[config.mk]
export PLATFORM = sky130hd
export DESIGN_NAME = serial_byte_feeder_flat
export DESIGN_NICKNAME = d
export VERILOG_FILES = /design/src/rtl/serial_byte_feeder_if.sv /design/src/rtl/serial_byte_feeder.sv /design/src/flat_wrapper.sv
export SDC_FILE = /design/constraint.sdc
export NUM_CORES = 1
export LEC_CHECK = 0
export BUFFER_PORTS_ARGS = -buffer_cell sky130_fd_sc_hd__buf_2
export CAP_MARGIN = 10
export CORE_AREA = 2 2 77 79
export CTS_BUF_LIST = sky130_fd_sc_hd__clkbuf_16
export CTS_CLUSTER_DIAMETER = 200
export DETAILED_ROUTE_END_ITERATION = 6
export DIE_AREA = 0 0 79 81
export PLACE_DENSITY = 0.48
export SETUP_SLACK_MARGIN = 0.2
export SYNTH_ARGS = -nofsm -noshare
export SYNTH_HDL_FRONTEND = slang
export SYNTH_SLANG_ARGS = --single-unit
[constraint.sdc]
create_clock -name CLK -period 4.5 [get_ports CLK]
set_clock_uncertainty 0.2 [all_clocks]
set_input_delay 0.45 -clock CLK [delete_from_list [all_inputs] [get_ports CLK]]
set_output_delay 0.45 -clock CLK [all_outputs]
set_load 0.01 [all_outputs]
[src/rtl/serial_byte_feeder_if.sv]
// Parallel-word handshake bundle feeding the serial byte feeder.
// The producer drives DIN/DIN_VALID; the feeder answers with DIN_READY.
interface serial_byte_feeder_if #(
  parameter int WIDTH = 8
);
  logic [WIDTH-1:0] DIN;
  logic             DIN_VALID;
  logic             DIN_READY;

  modport master (output DIN, output DIN_VALID, input DIN_READY);
  modport slave  (input DIN, input DIN_VALID, output DIN_READY);
endinterface

[src/rtl/serial_byte_feeder.sv]
// Buffers parallel words in a 2-entry FIFO and serializes them for the
// downstream serial-in shift register, with optional idle gap between words.
module serial_byte_feeder #(
  parameter int WIDTH      = 8,
  parameter bit MSB_FIRST  = 1'b1,
  parameter int GAP_CYCLES = 0
) (
  input  logic                 CLK,
  input  logic                 RESET,
  serial_byte_feeder_if.slave  din_bus,
  input  logic                 HOLD,
  output logic                 DATA_OUT,
  output logic                 SHIFT_ENABLE,
  output logic                 BYTE_DONE,
  output logic                 BUSY
);
  localparam int               CNT_W    = (WIDTH > 1) ? $clog2(WIDTH) : 1;
  localparam logic [CNT_W-1:0] LAST_BIT = CNT_W'(WIDTH - 1);
  localparam logic [3:0]       GAP_LOAD = (GAP_CYCLES > 0) ? 4'(GAP_CYCLES - 1) : 4'd0;

  typedef enum logic [1:0] {IDLE, SHIFT, GAP} state_t;

  state_t           state, state_nxt;
  logic [WIDTH-1:0] fifo_mem [2];
  logic             rd_ptr, wr_ptr;
  logic [1:0]       count;
  logic [WIDTH-1:0] shifter;
  logic [CNT_W-1:0] bit_cnt;
  logic [3:0]       gap_cnt;
  logic             push, pop, do_shift, gap_start, last_bit;

  // Readiness looks only at occupancy, so a full FIFO refuses even on a pop edge.
  assign din_bus.DIN_READY = ~RESET & (count < 2'd2);
  assign push              = din_bus.DIN_VALID & din_bus.DIN_READY;
  assign last_bit          = (bit_cnt == LAST_BIT);

  assign DATA_OUT = (state == SHIFT) & (MSB_FIRST ? shifter[WIDTH-1] : shifter[0]);
  assign BUSY     = (state != IDLE) | (count != 2'd0);

  always_ff @(posedge CLK or posedge RESET) begin
    if (RESET) state <= IDLE;
    else       state <= state_nxt;
  end

  always_comb begin
    state_nxt    = state;
    pop          = 1'b0;
    do_shift     = 1'b0;
    gap_start    = 1'b0;
    SHIFT_ENABLE = 1'b0;
    BYTE_DONE    = 1'b0;
    unique case (state)
      IDLE: begin
        if (count != 2'd0) begin
          pop       = 1'b1;
          state_nxt = SHIFT;
        end
      end
      SHIFT: begin
        SHIFT_ENABLE = ~HOLD;
        if (!HOLD) begin
          do_shift = 1'b1;
          if (last_bit) begin
            BYTE_DONE = 1'b1;
            if (GAP_CYCLES == 0 && count != 2'd0) begin
              pop = 1'b1;
            end else if (GAP_CYCLES > 0) begin
              gap_start = 1'b1;
              state_nxt = GAP;
            end else begin
              state_nxt = IDLE;
            end
          end
        end
      end
      GAP: begin
        if (gap_cnt == 4'd0) begin
          if (count != 2'd0) begin
            pop       = 1'b1;
            state_nxt = SHIFT;
          end else begin
            state_nxt = IDLE;
          end
        end
      end
      default: state_nxt = IDLE;
    endcase
  end

  // FIFO storage is only meaningful under count, so it carries no reset.
  always_ff @(posedge CLK) begin
    if (push) fifo_mem[wr_ptr] <= din_bus.DIN;
  end

  always_ff @(posedge CLK or posedge RESET) begin
    if (RESET) begin
      rd_ptr  <= 1'b0;
      wr_ptr  <= 1'b0;
      count   <= 2'd0;
      shifter <= '0;
      bit_cnt <= '0;
      gap_cnt <= 4'd0;
    end else begin
      if (push) wr_ptr <= ~wr_ptr;
      if (pop)  rd_ptr <= ~rd_ptr;
      count <= count + {1'b0, push} - {1'b0, pop};

      if (pop) begin
        shifter <= fifo_mem[rd_ptr];
        bit_cnt <= '0;
      end else if (do_shift) begin
        shifter <= MSB_FIRST ? (shifter << 1) : (shifter >> 1);
        bit_cnt <= last_bit ? '0 : bit_cnt + 1'b1;
      end

      if (gap_start)                            gap_cnt <= GAP_LOAD;
      else if (state == GAP && gap_cnt != 4'd0) gap_cnt <= gap_cnt - 4'd1;
    end
  end
endmodule
[src/flat_wrapper.sv]
// flat-port wrapper written by rule: the top's interface ports become plain ports
module serial_byte_feeder_flat 
#(
  parameter int WIDTH      = 8,
  parameter bit MSB_FIRST  = 1'b1,
  parameter int GAP_CYCLES = 0
)
  (CLK, RESET, HOLD, DATA_OUT, SHIFT_ENABLE, BYTE_DONE, BUSY, din_bus_DIN, din_bus_DIN_VALID, din_bus_DIN_READY);
  serial_byte_feeder_if #(.WIDTH(WIDTH)) din_bus_i ();
  input  logic CLK;
  input  logic RESET;
  input  logic HOLD;
  output logic DATA_OUT;
  output logic SHIFT_ENABLE;
  output logic BYTE_DONE;
  output logic BUSY;
  input wire logic [$bits(din_bus_i.DIN)-1:0] din_bus_DIN;
  input wire logic [$bits(din_bus_i.DIN_VALID)-1:0] din_bus_DIN_VALID;
  output wire logic [$bits(din_bus_i.DIN_READY)-1:0] din_bus_DIN_READY;
  assign din_bus_i.DIN = din_bus_DIN;
  assign din_bus_i.DIN_VALID = din_bus_DIN_VALID;
  assign din_bus_DIN_READY = din_bus_i.DIN_READY;
  serial_byte_feeder #(.WIDTH(WIDTH), .MSB_FIRST(MSB_FIRST), .GAP_CYCLES(GAP_CYCLES)) u_core (.CLK(CLK), .RESET(RESET), .din_bus(din_bus_i), .HOLD(HOLD), .DATA_OUT(DATA_OUT), .SHIFT_ENABLE(SHIFT_ENABLE), .BYTE_DONE(BYTE_DONE), .BUSY(BUSY));
endmodule
==> impl_results.md <==
* Post-CTS repair timing setup buffer count at 0
* DRT Wirelength at 2110 um
* Tcrit/Tclk final at 45.3%
* Synthesized area per cell at 12.9 sq um
* Worst Path Max Fanout at 10
* Nets at 140
* Hold buffers post-CTS at 0
* Crit-path cells: ha_1 > ha_1 > nand2b_1 > a21o_1 > o21ai_1 > ha_1 > xnor2_1
* Worst-margin pin slew at 0.683 ns
* Die width at 79 um
* Leading area contributor after synthesis: edfxtp_1
* Global-route wire length before repair at 3540 um
* Number of synthesized flops with an enable pin at 16
* CTS Buffer Depth at 2
* H-Tree Depth at 2
* Fin Setup TNS at 0 ns
* Worst path arrival time at 2.00 ns
* FMAX at 491 MHz
* Fin worst setup slack at 2.46 ns
* Initial DRC Count at 38
* Rel. slew slack at 54.3%
* Gpl congestion at 0.709
* CP max stage cell: dfrtp_1
* Clk sinks at 32
* CTS Buf Count at 5
* Total Die Area at 6400 sq um
* DRC viols at 0
* CTS tree: done
* Post-Syn Area at 1360 sq um
* Max incr delay on CP at 0.40 ns
* Final hold vios at 0
* Vias in the first global route at 807
* Worst skew pair latency at 0.27 ns
* Post-synth cell types at 24
* Port Buffer Count at 16
* Largest net degree at the start of global routing at 20
* CP Class: reg2reg
* Pwr dens at 561 nW/um^2
* Syn nets at 120
* Pleak at 0.646 nW
* Synth top cells by count: 16 x dfrtp_1, 16 x edfxtp_1, 11 x nand2_1, 11 x nor2_1, 8 x nor2b_1
* Post_cts resized at 0
* Post-synthesis async set-or-reset flop share at 50.0%
* Site row count at 28
* FF+latch count, synth at 32
* Main area contributors after synthesis: edfxtp_1 35%, dfrtp_1 30%, a211oi_1 3.9%
* DP Worst Slack at 2.44 ns
* Share of the synthesized area in the top cell type at 35.4%
* First-pass iteration count of the detailed router at 3
* Share of cells above drive strength 1 at 19.8%
* DP Wirelength at 1560 um
* Grt ovf at 0
* Initial antenna violation count at 0
* Die height at 81 um
* DR vias/cell at 4.03
* Clk slew on worst S/H paths at 0.05 ns
* CP required at 4.46 ns
* Top cell by count, worst path: ha_1
* CP endpoint kind: flip-flop
* Mapped Cells at 105
* # diodes at 0
* GRT Overall Usage at 7.63%
* Primary FF master, synth: edfxtp_1
* Via Count at 810
* Core Area at 5680 sq um
* RSZ-0062 raised after global routing: no
* Post-synthesis sequential area ratio at 64.9%
* Fin util at 28.9%
* ANT nets after route at 0
* Final setup viols at 0
* Tmin final at 2.04 ns
* # IOs at 17
* Wire per inst at 10.5 um
* Ys Warns at 0
* Initial Util at 23.9%
* Status: completed
* Class of the worst hold path: in2async
* Layout area overhead at 21.1%
* Worst Setup Start Kind: flip-flop
* Root buffer cell: clkbuf_16
* Max VDD drop at 0.152 mV
* Slew Limit Fails at 0
* Reg2reg path depth at 7
* Max_cap viols at 0
-- metrics by stage --
step	hold WS, ns	cell area, sq um	std cells	power, mW
global route	0.112	1640	201	0.982
finish	0.0503	1640	201	0.922
detailed placement	0.264	1510	193	0.625
floorplan	0.164	1360	105	0.575
CTS	0.0766	1640	201	0.937
global placement	0.265	1510	193	0.614
-- power by group --
part | internal [mW] | leakage [nW] | switching (mW) | total, mW
sequential | 0.383 | 0.347 | 0.0593 | 0.442
combinational | 0.0828 | 0.230 | 0.0889 | 0.172
clock | 0.198 | 0.0701 | 0.110 | 0.308
-- final timing paths --
kind | from | to | slack, ns
worst min-delay path | RESET | u_core.count[0]$_DFF_PP0_ | 0.05
worst max-delay path | u_core.bit_cnt[0]$_DFFE_PP0P_ | u_core.count[1]$_DFF_PP0_ | 2.46
worst max register to register | u_core.bit_cnt[0]$_DFFE_PP0P_ | u_core.count[1]$_DFF_PP0_ | 2.46
max in group asynchronous | RESET | u_core.wr_ptr$_DFFE_PP0P_ | 3.64
worst min register to register | u_core.shifter[7]$_DFFE_PP0P_ | u_core.shifter[7]$_DFFE_PP0P_ | 0.28
min in group CLK | din_bus_DIN[3] | u_core.fifo_mem[1][3]$_DFFE_PP_ | 0.16
-- state kept, by name (all words and copies together), names as in the netlist --
signal           count
u_core.shifter       8
u_core.fifo_mem     16
u_core.count         2
u_core.rd_ptr        1
u_core.wr_ptr        1
u_core.state         1
u_core.bit_cnt       3
-- layer usage --
layer	track usage (%)	wire length [um]
met1	8.40	929
met2	11.9	1010
met3	3.00	100
met4	5.69	74
met5	0	0
-- layout by cell type (no fill, tap or decap), drive strengths merged, types with 5 or more instances in the layout --
cell type,count
clkbuf,5
a211oi,7
buf,16
o31ai,7
nor2b,8
nor2,12
nand2,12
dfrtp,16
edfxtp,16
-- worst max-delay path, delay by kind of cell, from the launching register on --
family,cells,cell delay (ns)
AOI/OAI and AO/OA,2,0.42
xor gates and xnor gates,1,0.12
and+or+nand+nor,1,0.13
adders and majority gates,3,0.66
DFF,1,0.40
-- layout make-up --
cell class	instances	area, sq um
Clock buffer	5	125
Clock inverter	3	11.3
Fill cell	601	4030
Inverter	2	7.51
Multi-Input combinational cell	68	444
Sequential cell	32	881
Tap cell	75	93.8
Timing Repair Buffer	16	80.1
-- kinds of logic (layout without fill, tap and decap cells) --
group | Yosys count | in the layout | share of synthesized area, %
and+or+nand+nor | 39 | 39 | 15.3
DFF | 32 | 32 | 64.9
AOI/OAI and AO/OA | 22 | 22 | 12.0
buffers and inverters | 5 | 26 | 2.31
adders and majority gates | 3 | 3 | 2.77
xor gates and xnor gates | 3 | 3 | 1.94
muxes | 1 | 1 | 0.738
Power figures use the tool's default switching activity.
